$ cat src/rtl/decoder128_stream.sv
// Registered 7-to-128 one-hot decoder with valid/ready flow control.
// A two-entry skid buffer (OREG + SREG) sustains full throughput under back-pressure.
module decoder128_stream #(
    parameter int unsigned CNT_W = 8
) (
    input  logic             clk,
    input  logic             reset,
    input  logic             in_valid,
    output logic             in_ready,
    input  logic [6:0]       datain,
    output logic             out_valid,
    input  logic             out_ready,
    output logic [127:0]     dataout,
    output logic [CNT_W-1:0] xfer_cnt
);

    // Encodes (OREG.valid, SREG.valid); (0,1) has no state of its own.
    typedef enum logic [1:0] {
        StEmpty,
        StOne,
        StFull
    } state_e;

    state_e           state_q, state_d;
    logic [6:0]       ocode_q, ocode_d;
    logic [6:0]       scode_q, scode_d;
    logic [CNT_W-1:0] cnt_q, cnt_d;

    logic accept;
    logic xfer;

    // Both handshakes depend only on registered state.
    assign out_valid = (state_q != StEmpty);
    assign in_ready  = (state_q != StFull);
    assign accept    = in_valid && in_ready;
    assign xfer      = out_valid && out_ready;

    always_comb begin
        state_d = state_q;
        ocode_d = ocode_q;
        scode_d = scode_q;
        cnt_d   = cnt_q;
        if (xfer) begin
            cnt_d = cnt_q + CNT_W'(1);
        end
        case (state_q)
            StEmpty: begin
                if (accept) begin
                    state_d = StOne;
                    ocode_d = datain;
                end
            end
            StOne: begin
                if (accept && xfer) begin
                    ocode_d = datain;
                end else if (accept) begin
                    state_d = StFull;
                    scode_d = datain;
                end else if (xfer) begin
                    state_d = StEmpty;
                end
            end
            StFull: begin
                if (xfer) begin
                    state_d = StOne;
                    ocode_d = scode_q;
                end
            end
            default: state_d = StEmpty;
        endcase
    end

    always_ff @(posedge clk) begin
        if (reset) begin
            state_q <= StEmpty;
            ocode_q <= 7'd0;
            scode_q <= 7'd0;
            cnt_q   <= '0;
        end else begin
            state_q <= state_d;
            ocode_q <= ocode_d;
            scode_q <= scode_d;
            cnt_q   <= cnt_d;
        end
    end

    assign dataout  = out_valid ? (128'(1) << ocode_q) : 128'h0;
    assign xfer_cnt = cnt_q;

endmodule

$ cat config.mk
export PLATFORM = sky130hd
export DESIGN_NAME = decoder128_stream
export DESIGN_NICKNAME = d
export VERILOG_FILES = /design/src/rtl/decoder128_stream.sv
export SDC_FILE = /design/constraint.sdc
export NUM_CORES = 1
export LEC_CHECK = 0
export CAP_MARGIN = 15
export CELL_PAD_IN_SITES_DETAIL_PLACEMENT = 0
export CELL_PAD_IN_SITES_GLOBAL_PLACEMENT = 2
export CORE_AREA = 2 2 124 126
export CTS_CLUSTER_DIAMETER = 120
export DETAILED_ROUTE_END_ITERATION = 12
export DIE_AREA = 0 0 126 128
export PLACE_DENSITY_LB_ADDON = 0.08
export SYNTH_ARGS = -nofsm -noshare
export SYNTH_HDL_FRONTEND = slang
export SYNTH_SLANG_ARGS = --single-unit
$ cat constraint.sdc
create_clock -name clk -period 1.35 [get_ports clk]
set_input_delay 0.135 -clock clk [delete_from_list [all_inputs] [get_ports clk]]
set_output_delay 0.135 -clock clk [all_outputs]
set_load 0.01 [all_outputs]
## After elaboration in Yosys (flattened, before gate mapping)

Cells that the tools add are included.

| storage, ports and cells | value |
|---|---|
| register bits after elaboration | 24 |
| input port bits | 11 |
| output and inout port bits | 138 |
| word-level logic and storage cells | 35 |

| cells by class | value |
|---|---|
| bitwise logic cells | 1 |
| reductions and logical operators | 9 |
| shift-type cells | 1 |
| eq/ne operators | 8 |
| $add $sub $neg | 1 |
| muxes and demuxes | 11 |

Operator list:

| operator | count |
|---|---|
| $mux W128 | 1 |
| $shl A1 B7 Y128 const A | 1 |
| $mux W7 | 3 |
| $pmux W7 S3 | 1 |
| $mux W2 | 5 |
| $ne A2 B2 Y1 const B | 5 |
| $add A8 B1 Y8 const B | 1 |
| $reduce_and A4 Y1 | 2 |
| $pmux W2 S3 | 1 |
| $logic_and A1 B1 Y1 | 3 |
| $ne A3 B3 Y1 const B | 1 |
| $reduce_and A3 Y1 | 1 |
| $reduce_bool A3 Y1 | 1 |
| $eq A2 B1 Y1 const B | 1 |
| $eq A2 B2 Y1 const B | 1 |
| $logic_not A2 Y1 | 1 |
| $reduce_bool A2 Y1 | 1 |
| $not A1 Y1 | 1 |

## Depth between registers and ports, before layout

| logic depth | value |
|---|---|
| word-level depth | 6 |
| mapped depth | 5 |
| mapped depth without buffers | 4 |

## Worst setup path after synthesis

Ideal clock, no wire load.

| timing path | value |
|---|---|
| kind | reg2reg |
| start | register cnt_q[0] (netlist: xfer_cnt[0]) |
| end | register cnt_q[6] (netlist: xfer_cnt[6]) |
| data required time | 1.279 ns |
| setup time | 0.071 ns |
| data arrival time | 1.314 ns |
| period minus slack after synthesis | 1.385 ns |
| cell stages (with the launch flop) | 5 |
| path buffers | 0 |
| path slack | -0.035 ns |
| cell sequence | dfxtp_1 > ha_1 > nand3_1 > or4_1 > a21oi_1 |

| between the ends | value |
|---|---|
| word-level cells in the longest chain between the ends | 1 |

RTL lines:

| what | line | text |
|---|---|---|
| from (decl) | 27 | `logic [CNT_W-1:0] cnt_q, cnt_d;` |
| from (signal assigned) | 83 | `cnt_q <= cnt_d;` |
| $add A8 B1 Y8 | 44 | `cnt_d = cnt_q + CNT_W'(1);` |

No other way between the ends.
A chain may end at the register's enable or synchronous reset.

## Worst setup path after layout

| timing path | value |
|---|---|
| start | register ocode_q[0] |
| end | output port dataout[53] |

| between the ends | value |
|---|---|
| word-level cells in the longest chain between the ends | 2 |

RTL lines:

| what | line | text |
|---|---|---|
| from (decl) | 25 | `logic [6:0] ocode_q, ocode_d;` |
| from (signal assigned) | 81 | `ocode_q <= ocode_d;` |
| $shl A1 B7 Y128 | 87 | `assign dataout = out_valid ? (128'(1) << ocode_q) : 128'h0;` |
| $mux W128 | 87 |  |
| to (decl) | 13 | `output logic [127:0] dataout,` |

No other way between the ends.

==> metrics.yaml <==
period_needed_ns: 1.54
via_per_inst: 3.97
top_layer_used: "met4"
grt_max_degree: 17
synth.most_common_cell: "nor2_1"
wl_mm: 10.6
place.gp.congestion: 0.782
multiInputGateArea_sq_um: 2030
cp.arrival_ns: 1.40
hpwl_mm: 7.88
yosysUniqueCellTypes: 35
vias: 2750
core_area_sq_um: 14900
synth_edf_count: 0
synth_flop_cell: "dfxtp_1"
yosys.area.top_type: "nor2_1"
dieArea_sq_um: 16100
finalMaxSlewViolations: 0
seq_area_sq_um: 512
numPortBuffers: 148
leakagePower_uw: 0.00201
start_util_pct: 12.7
fillers: 1644
layout-drive-gt1-share_pct: 69.6
setup_slack_ns: -0.187
ys_top_cells_by_area: "nor2_1 29%, dfxtp_1 26%, mux2i_1 8.0%"
nets: 517
grt_pass1_vias: 2568
status: "finished, violations left"
tightest_slew_ns: 0.252
ant_nets: 0
io_pins: 149
clock_latency_ns: 0.26
cts_sinks: 24
grt_pass1_wl_mm: 15.7
grt.total_usage_pct: 12.1
chipWidth_um: 126
holdWs_ns: 0.490
num_rows: 45
async_flop_share_pct: 0
crit_path_end_kind: "primary output"
htree_num_levels: 1
postSynthCellCount: 304
post-route-period-util_pct: 114
path_class: "flop to primary output"
drtPass1Iterations: 4
setup_viol: 130
netlist_area_sq_um: 1880
hold_buffers: 0
avgSynthCellArea_sq_um: 6.19
wl_met1_mm: 4.54
startpoint_type: "flop"
yosys_warnings: 0
ir_drop_mv: 0.592
cts-root-buf: "clkbuf_16"
synthToLayoutAreaGrowth_pct: 148
remaining_drc_errors: 0
clockBufferDepth: 2
hp-class: "flop to flop"
finalHoldViolCount: 0
violations: "setup timing"
rsz0062_at_grt: "true"
synthTopCellsByCount: "143 x nor2_1, 24 x dfxtp_1, 23 x nand2_1"
ys_seq_elements: 24
cts_buffers: 3
dp_cells: 672
skew_ns: 0.00235
wl_met3_um: 394
maxCapViolations: 0
antenna_cells: 0
cts_tree: "built"
postLayoutCoreUtil_pct: 31.3
die_h_um: 128
p_per_area_nw_per_um2: 562
grt_remaining_overflow: 0
dr.first_iter.drc_count: 84
wl_met2_mm: 5.63
stdcell_count: 692
synth_top_area_share_pct: 28.5
timing.fmax_mhz: 650
cp.required_ns: 1.22
cts.clk_slew.worst_paths_ns: 0.06
routedWlPerCell_um: 15.3
path_max_fanout: 5
antenna_found_initial: 0
synth_fp_nets: 316
max_slew_margin_pct: 83.1
seq_area_frac_synth_pct: 25.5
final timing paths:
check / from / depth (start not counted) / slack, ns / end
setup / recovery: ocode_q[0]$_SDFFE_PP0P_ / 6 / -0.19 / dataout[53]
hold reg to reg: scode_q[1]$_SDFFE_PP0P_ / 2 / 0.49 / scode_q[1]$_SDFFE_PP0P_
hold / removal: scode_q[1]$_SDFFE_PP0P_ / 2 / 0.49 / scode_q[1]$_SDFFE_PP0P_
setup reg to reg: state_q[1]$_SDFFE_PP0P_ / 5 / -0.01 / xfer_cnt[3]$_SDFFE_PP0P_
cells by family (layout without fill, tap and decap cells):
kind of cell	Yosys count	count (layout)	share of synthesized area (%)
buf+inv	23	223	5.78
mux	16	16	8.58
compound gates	31	31	12.0
simple gates	207	207	46.5
flops	24	24	25.5
xor+xnor	2	2	0.931
fa+ha+maj	1	1	0.665
flip-flops by register name, summed over array words and instances (netlist names):
register and count:
xfer_cnt 8, state_q 2, ocode_q 7, scode_q 7
layout by cell type, fill, tap and decap left out, types with 4 or more instances in the layout:
| master | n |
|---|---|
| a211oi_1 | 7 |
| a211oi_2 | 7 |
| buf_12 | 10 |
| buf_2 | 104 |
| buf_4 | 39 |
| buf_6 | 42 |
| clkdlybuf4s50_1 | 11 |
| dfxtp_1 | 11 |
| dfxtp_2 | 7 |
| dfxtp_4 | 6 |
| dlygate4sd2_1 | 6 |
| mux2i_1 | 12 |
| nand2_1 | 6 |
| nand2_2 | 9 |
| nand2_4 | 4 |
| nand2_8 | 4 |
| nand3_4 | 12 |
| nor2_1 | 75 |
| nor2_2 | 45 |
| nor2_4 | 23 |
| nor2b_4 | 6 |
power by group:
group	internal, uW	switching (uW)	leakage [uW]
Sequential	744	51.7	0.000202
Combinational	460	512	0.00176
Clock	589	263	0.0000511
cell type report:
| cell class | instances | share of cell area [%] |
|---|---|---|
| tap | 188 | 5.05 |
| multi-input combinational | 257 | 43.7 |
| sequential | 24 | 11.0 |
| timing repair buffer | 219 | 38.0 |
| clock inverter | 1 | 0.645 |
| clock buffer | 3 | 1.61 |
layer usage:
metal / up-vias / global-route usage (%)
met4: 0 / 1.94
met2: 75 / 22.1
met5: - / 0
met3: 2 / 1.09
met1: 1278 / 15.8
li1: 1395 / -
repair_timing:
| item | 4_1_cts | 5_1_grt |
|---|---|---|
| gates cloned | 2 | 0 |
| pin swaps | 62 | 30 |
| endpoints found under the setup margin | 153 | 149 |
| setup buffers | 11 | 4 |
| resized for setup | 651 | 139 |
worst max-delay path, cell delays in order, from the launching register on:
cell	delay, ns
dfxtp_4	0.39
nor2b_4	0.18
buf_6	0.12
nand3_4	0.08
buf_6	0.15
nor2_2	0.09
buf_2	0.13
through the flow:
stage / setup slack (ns) / setup TNS (ns) / power [uW] / area, sq um
5_1_grt: -0.257 / -27.99 / 2770 / 4660
2_1_floorplan: -0.0191 / -0.0469 / 1070 / 1890
3_3_place_gp: -0.483 / -53.18 / 1390 / 3960
3_5_place_dp: -0.449 / -52.40 / 1390 / 3960
6_report: -0.187 / -18.24 / 2620 / 4660
4_1_cts: -0.215 / -19.71 / 2510 / 4070
Power figures use the tool's default switching activity.
